--- config.mk ---
export PLATFORM = sky130hd
export DESIGN_NAME = exe_stage
export DESIGN_NICKNAME = d
export VERILOG_FILES = /design/src/rtl/exe_stage_pkg.sv /design/src/rtl/exe_stage_iter_muldiv.sv /design/src/rtl/exe_stage.sv
export SDC_FILE = /design/constraint.sdc
export NUM_CORES = 1
export LEC_CHECK = 0
export CAP_MARGIN = 20
export CORE_AREA = 2 2 278 280
export CTS_BUF_LIST = sky130_fd_sc_hd__clkbuf_8
export DETAILED_ROUTE_END_ITERATION = 16
export DIE_AREA = 0 0 280 282
export GPL_ROUTABILITY_DRIVEN = 0
export PLACE_DENSITY = 0.5
export SETUP_SLACK_MARGIN = 0.4
export SLEW_MARGIN = 25
export SYNTH_ARGS = -nofsm -noshare
export SYNTH_HDL_FRONTEND = slang
export SYNTH_SLANG_ARGS = --single-unit
--- constraint.sdc ---
create_clock -name clk -period 3.26 [get_ports clk]
set_input_delay 0.978 -clock clk [delete_from_list [all_inputs] [get_ports clk]]
set_output_delay 0.978 -clock clk [all_outputs]
set_load 0.1 [all_outputs]
--- src/rtl/exe_stage_pkg.sv ---
// Shared definitions for the execute stage:
// operation codes and mul/div FSM encoding.
package exe_stage_pkg;

  localparam logic [3:0] EXE_CMD_ADD  = 4'd0;
  localparam logic [3:0] EXE_CMD_SUB  = 4'd1;
  localparam logic [3:0] EXE_CMD_AND  = 4'd2;
  localparam logic [3:0] EXE_CMD_OR   = 4'd3;
  localparam logic [3:0] EXE_CMD_NOR  = 4'd4;
  localparam logic [3:0] EXE_CMD_XOR  = 4'd5;
  localparam logic [3:0] EXE_CMD_SLL  = 4'd6;
  localparam logic [3:0] EXE_CMD_SRL  = 4'd7;
  localparam logic [3:0] EXE_CMD_SRA  = 4'd8;
  localparam logic [3:0] EXE_CMD_MUL  = 4'd9;
  localparam logic [3:0] EXE_CMD_DIVU = 4'd10;
  localparam logic [3:0] EXE_CMD_REMU = 4'd11;

  typedef enum logic [1:0] {
    MD_IDLE = 2'd0,
    MD_BUSY = 2'd1,
    MD_DONE = 2'd2
  } md_state_e;

  typedef struct packed {
    logic        wb_en;
    logic [1:0]  mem_sig;
    logic [4:0]  dest;
    logic [31:0] alu_res;
    logic [31:0] reg2;
  } exe_mem_t;

  function automatic logic is_md_cmd(
    input logic [3:0] cmd
  );
    return (cmd == EXE_CMD_MUL) ||
           (cmd == EXE_CMD_DIVU) ||
           (cmd == EXE_CMD_REMU);
  endfunction

endpackage

--- src/rtl/exe_stage_iter_muldiv.sv ---
// Iterative unsigned multiply / divide unit.
// One shift-add or restoring step per cycle.
module iter_muldiv
  import exe_stage_pkg::*;
#(
  parameter int MD_CYCLES = 32
) (
  input  logic        clk,
  input  logic        rst,
  input  logic        req,
  input  logic [3:0]  cmd,
  input  logic [31:0] a,
  input  logic [31:0] b,
  output logic        busy,
  output logic        done,
  output logic [31:0] result
);

  localparam int CW = $clog2(MD_CYCLES);

  md_state_e   state, state_nxt;
  logic [CW-1:0] cnt;
  logic [3:0]  op;
  logic [31:0] acc, opa, opb;
  logic [31:0] acc_nxt, opa_nxt, opb_nxt;
  logic [32:0] rsh, diff;
  logic        start;

  assign start = req && (state == MD_IDLE);
  assign busy  = start || (state == MD_BUSY);
  assign done  = (state == MD_DONE);

  // State register
  always_ff @(posedge clk or negedge rst) begin
    if (!rst) state <= MD_IDLE;
    else      state <= state_nxt;
  end

  // Next-state logic; DONE never re-arms on the held op
  always_comb begin
    state_nxt = state;
    unique case (state)
      MD_IDLE: if (start) state_nxt = MD_BUSY;
      MD_BUSY: if (cnt == '0) state_nxt = MD_DONE;
      MD_DONE: state_nxt = MD_IDLE;
      default: state_nxt = MD_IDLE;
    endcase
  end

  // One iteration step: shift-add for MUL, restoring for DIVU/REMU
  always_comb begin
    rsh     = {acc, opa[31]};
    diff    = rsh - {1'b0, opb};
    acc_nxt = acc;
    opa_nxt = opa;
    opb_nxt = opb;
    if (op == EXE_CMD_MUL) begin
      acc_nxt = opb[0] ? acc + opa : acc;
      opa_nxt = opa << 1;
      opb_nxt = opb >> 1;
    end else if (!diff[32]) begin
      acc_nxt = diff[31:0];
      opa_nxt = {opa[30:0], 1'b1};
    end else begin
      acc_nxt = rsh[31:0];
      opa_nxt = {opa[30:0], 1'b0};
    end
  end

  // Operand, accumulator and iteration counter
  always_ff @(posedge clk or negedge rst) begin
    if (!rst) begin
      acc <= '0;
      opa <= '0;
      opb <= '0;
      cnt <= '0;
      op  <= '0;
    end else if (start) begin
      acc <= '0;
      opa <= a;
      opb <= b;
      cnt <= CW'(MD_CYCLES - 1);
      op  <= cmd;
    end else if (state == MD_BUSY) begin
      acc <= acc_nxt;
      opa <= opa_nxt;
      opb <= opb_nxt;
      if (cnt != '0) cnt <= cnt - 1'b1;
    end
  end

  // Quotient lives in opa; product and remainder in acc
  always_comb begin
    result = acc;
    if (op == EXE_CMD_DIVU) result = opa;
  end

endmodule

--- src/rtl/exe_stage.sv ---
// Execute stage: single-cycle ALU, iterative
// mul/div with upstream stall, EXE/MEM register.
module exe_stage
  import exe_stage_pkg::*;
#(
  parameter int MD_CYCLES = 32
) (
  input  logic        clk,
  input  logic        rst,
  input  logic        WB_En_ID,
  input  logic [1:0]  MEM_Signal_ID,
  input  logic [4:0]  dest_ID,
  input  logic [3:0]  EXE_CMD_ID,
  input  logic [31:0] val1_ID,
  input  logic [31:0] val2_ID,
  input  logic [31:0] reg2_ID,
  output logic        stall_EXE,
  output logic        WB_En_EXE,
  output logic [1:0]  MEM_Signal_EXE,
  output logic [4:0]  dest_EXE,
  output logic [31:0] ALU_result_EXE,
  output logic [31:0] reg2_EXE
);

  logic [31:0] alu_res, md_res, res;
  logic [4:0]  shamt;
  logic        md_busy, md_done;
  exe_mem_t    d, q;

  assign shamt = val2_ID[4:0];

  iter_muldiv #(
    .MD_CYCLES(MD_CYCLES)
  ) u_md (
    .clk    (clk),
    .rst    (rst),
    .req    (is_md_cmd(EXE_CMD_ID)),
    .cmd    (EXE_CMD_ID),
    .a      (val1_ID),
    .b      (val2_ID),
    .busy   (md_busy),
    .done   (md_done),
    .result (md_res)
  );

  // No stall can be raised while reset is held
  assign stall_EXE = rst & md_busy;

  // Single-cycle ALU
  always_comb begin
    alu_res = '0;
    unique case (EXE_CMD_ID)
      EXE_CMD_ADD: alu_res = val1_ID + val2_ID;
      EXE_CMD_SUB: alu_res = val1_ID - val2_ID;
      EXE_CMD_AND: alu_res = val1_ID & val2_ID;
      EXE_CMD_OR:  alu_res = val1_ID | val2_ID;
      EXE_CMD_NOR: alu_res = ~(val1_ID | val2_ID);
      EXE_CMD_XOR: alu_res = val1_ID ^ val2_ID;
      EXE_CMD_SLL: alu_res = val1_ID << shamt;
      EXE_CMD_SRL: alu_res = val1_ID >> shamt;
      EXE_CMD_SRA: alu_res = $signed(val1_ID) >>> shamt;
      default:     alu_res = '0;
    endcase
  end

  assign res = md_done ? md_res : alu_res;

  assign d = '{
    wb_en:   WB_En_ID,
    mem_sig: MEM_Signal_ID,
    dest:    dest_ID,
    alu_res: res,
    reg2:    reg2_ID
  };

  // EXE/MEM register; a stall loads an all-zero bubble
  always_ff @(posedge clk or negedge rst) begin
    if (!rst)           q <= '0;
    else if (stall_EXE) q <= '0;
    else                q <= d;
  end

  assign WB_En_EXE      = q.wb_en;
  assign MEM_Signal_EXE = q.mem_sig;
  assign dest_EXE       = q.dest;
  assign ALU_result_EXE = q.alu_res;
  assign reg2_EXE       = q.reg2;

endmodule

==> flow_summary.ini <==
[global_routing]
grt_pass1_wl_mm = 134.1
grt_antenna_before_repair = 2
grt_pass1_vias = 20989
gr-total-overflow = 0
track_usage_pct = 22.63
grt_start_max_net_pins = 93

[routing]
post_drt_wl_per_cell_um = 23.23
vias = 21482
antenna_violating_nets_post_route = 0
drt-pass1-iter-count = 8
drt_first_iter_violations = 2271
vias_per_cell = 5.468
finalWirelength_mm = 91.29
drc = 0

[yosys]
syn_inst = 2345
syn-num-nets = 2620
synth_area_per_cell_um2 = 8.044
ys_top_cells_by_area = dfrtp_1 24%, ha_1 11%, nand2_1 6.9%
synthFlopType = dfrtp_1
yosysSeqAreaShare_pct = 23.75
synth_cell_types = 94
yosys_warnings = 0
synth_area_um2 = 18860
synthArstFlopShare_pct = 100.0
synth-seq-cells = 179
synth_edf_count = 0
synth_top_cell_area_share_pct = 23.75
synth_top_cell_by_area = dfrtp_1

[finish]
fillers = 7594
regArea_um2 = 4493
multi_input_area_um2 = 14920
final_core_util_pct = 36.77
synthToLayoutAreaGrowth_pct = 47.57
num-nets-final = 3211
layout-drive-gt1-share_pct = 33.54

[setup_path]
cp-end-kind = flip-flop
cpMaxStageDelayCell = or3_4
worstPathRequired_ns = 3.71
cp-start-kind = input pin
crit_top_cell = buf_4
crit_chain = buf_8, or3_4, nor3_4, buf_4, nand4_1, buf_4, buf_4, nor3_4, nor2_1, xnor2_1, ha_2, a21o_1, a21o_1, a211oi_2, o21bai_1, or3_1, a31oi_2, o22ai_1
crit_type = input pin to flip-flop
cp_data_arrival_time_ns = 4.39
max_stage_delay_ns = 0.41
crit_path_max_fanout = 3

[place]
io_buffer_count = 182
dp_hpwl_mm = 69.67
pre_cts_ws_ns = -1.868

[clock_tree]
hold_buffers = 0
clkTransAtPathRegs_ns = 0.12
root_buffer = clkbuf_8
tritoncts = built
clock_latency_ns = 0.58
cts_buffers = 17
cts_buffer_depth = 2
cts_sinks = 179
h-tree-depth = 4

[timing]
finalHoldViolCount = 0
fin_setup_tns_ns = -10.57
skew_ns = 0.02973
worst_slack_ns = -0.6762
rsz0062_at_grt = true
drv_slew = 0
setup-violations-final = 25
tightest_slew_ns = 0.8866
fin_crit_sh_pct = 120.7
fin_crit_ns = 3.936
max_slew_margin_pct = 40.50
max_clock_freq_mhz = 254.1

[floorplan]
dieArea_um2 = 78960
dieWidth_um = 280
coreArea_um2 = 75700
num_rows = 101
ioPinCount = 183
start_util_pct = 24.92
die_h_um = 282

[pwr]
powerDensity_nw_per_um2 = 790.5
p_leak_nw = 12.67
total_power_mw = 22.01
ir_drop_mv = 0.4301

[worst_hold_path]
hold_class = input pin to asynchronous set/reset pin

[run_status]
status = complete, but fails checks
failed_checks = negative setup slack

[job]
drv_cap = 0
## registers in the layout, summed over array words and instances, names as in the netlist, 4 cells and up
register,cells
u_md.op,4
ALU_result_EXE,32
u_md.opb,32
u_md.cnt,5
dest_EXE,5
u_md.acc,32
u_md.opa,32
reg2_EXE,32
## through the flow
stage / std cells / hold WS, ns / instance area [um2]
after floorplan: 2345 / 0.4258 / 19070
after global placement: 3817 / 0.4419 / 24920
after detailed placement: 3817 / 0.4550 / 24920
after CTS: 3912 / 0.2180 / 27200
after global routing: 3928 / 0.2153 / 27830
final: 3929 / 0.2524 / 27840
## layout make-up
| type | count | area share, % |
|---|---|---|
| Inverter | 117 | 1.596 |
| Timing Repair Buffer | 713 | 22.75 |
| Tap cell | 978 | 4.396 |
| Clock buffer | 17 | 0.8405 |
| Clock inverter | 15 | 0.6652 |
| Sequential cell | 179 | 16.14 |
| Multi-Input combinational cell | 1908 | 53.59 |
| Antenna cell | 2 | 0.01798 |
## cell usage in the layout, fill, tap and decap left out, drive strengths merged, types with 56 or more instances in the layout
master and count:
ha 162, a21oi 183, inv 126, nand2 345
a31oi 59, mux4 56, xnor2 82, nor2 215
o21ai 163, clkdlybuf4s50 75, buf 615, dfrtp 179
mux2i 69
## cells in the mapped netlist, types with 23 or more instances
cell type	n
a21o_1	53
a21oi_1	183
a221oi_1	26
a22oi_1	52
a31oi_1	58
and2_1	52
buf_2	29
clkbuf_1	92
dfrtp_1	179
ha_1	162
inv_1	115
mux2i_1	69
mux4_2	56
nand2_1	345
nand3_1	23
nor2_1	212
nor3_1	30
o21ai_0	104
o21ai_1	57
xnor2_1	81
xor2_1	28
## critical path, delay by kind of cell
kind | cells | cell delay, ns
simple gates | 6 | 1.33
compound gates | 6 | 1.00
buf+inv | 4 | 0.58
fa+ha+maj | 1 | 0.32
xor+xnor | 1 | 0.19
## power by group
| part | switching, mW | internal (mW) | total [mW] |
|---|---|---|---|
| clock network | 1.07 | 0.653 | 1.73 |
| logic | 9.21 | 7.18 | 16.4 |
| registers | 0.859 | 3.03 | 3.88 |
## logic make-up (layout without fill, tap and decap cells)
family,after synthesis,count (layout),synth area share (%)
other,0,2,0
multiplexers,132,132,10.79
flip-flops,179,179,23.75
AND/OR/NAND/NOR,771,771,18.31
buffers and inverters,258,862,5.711
AO/OA/AOI/OAI,730,730,25.18
XOR/XNOR,110,110,5.207
adder cells (fa/ha/maj),165,165,11.06
## layer usage
layer  track usage (%)  vias to the layer above  wire, um
met5                 0                        -         0
met1             29.65                    10361     37690
met3             3.522                      250      7058
met2             35.52                     1148     40840
met4             12.70                        0      5699
li1                  -                     9723         -
## final timing paths
path / startpoint / to / slack [ns] / cells after the start
max: val2_ID[1] / ALU_result_EXE[28]$_DFF_PN0_ / -0.68 / 18
min: rst / reg2_EXE[29]$_DFF_PN0_ / 0.25 / 1
max reg2reg: u_md.opa[31]$_DFFE_PN0N_ / u_md.acc[18]$_DFFE_PN0P_ / 0.16 / 15
min reg2reg: u_md.op[3]$_DFFE_PN0P_ / u_md.op[3]$_DFFE_PN0P_ / 0.48 / 1
max in group asynchronous: rst / u_md.opa[17]$_DFFE_PN0N_ / 2.01 / 2
min in group clk: u_md.op[3]$_DFFE_PN0P_ / u_md.op[3]$_DFFE_PN0P_ / 0.48 / 1
## repair_timing
item	4_1_cts	5_1_grt
pin swaps	163	78
resized for setup	340	110
gates cloned	6	0
buffers inserted	57	15
setup endpoints to repair	72	66
(Power assumes the default switching activity.)
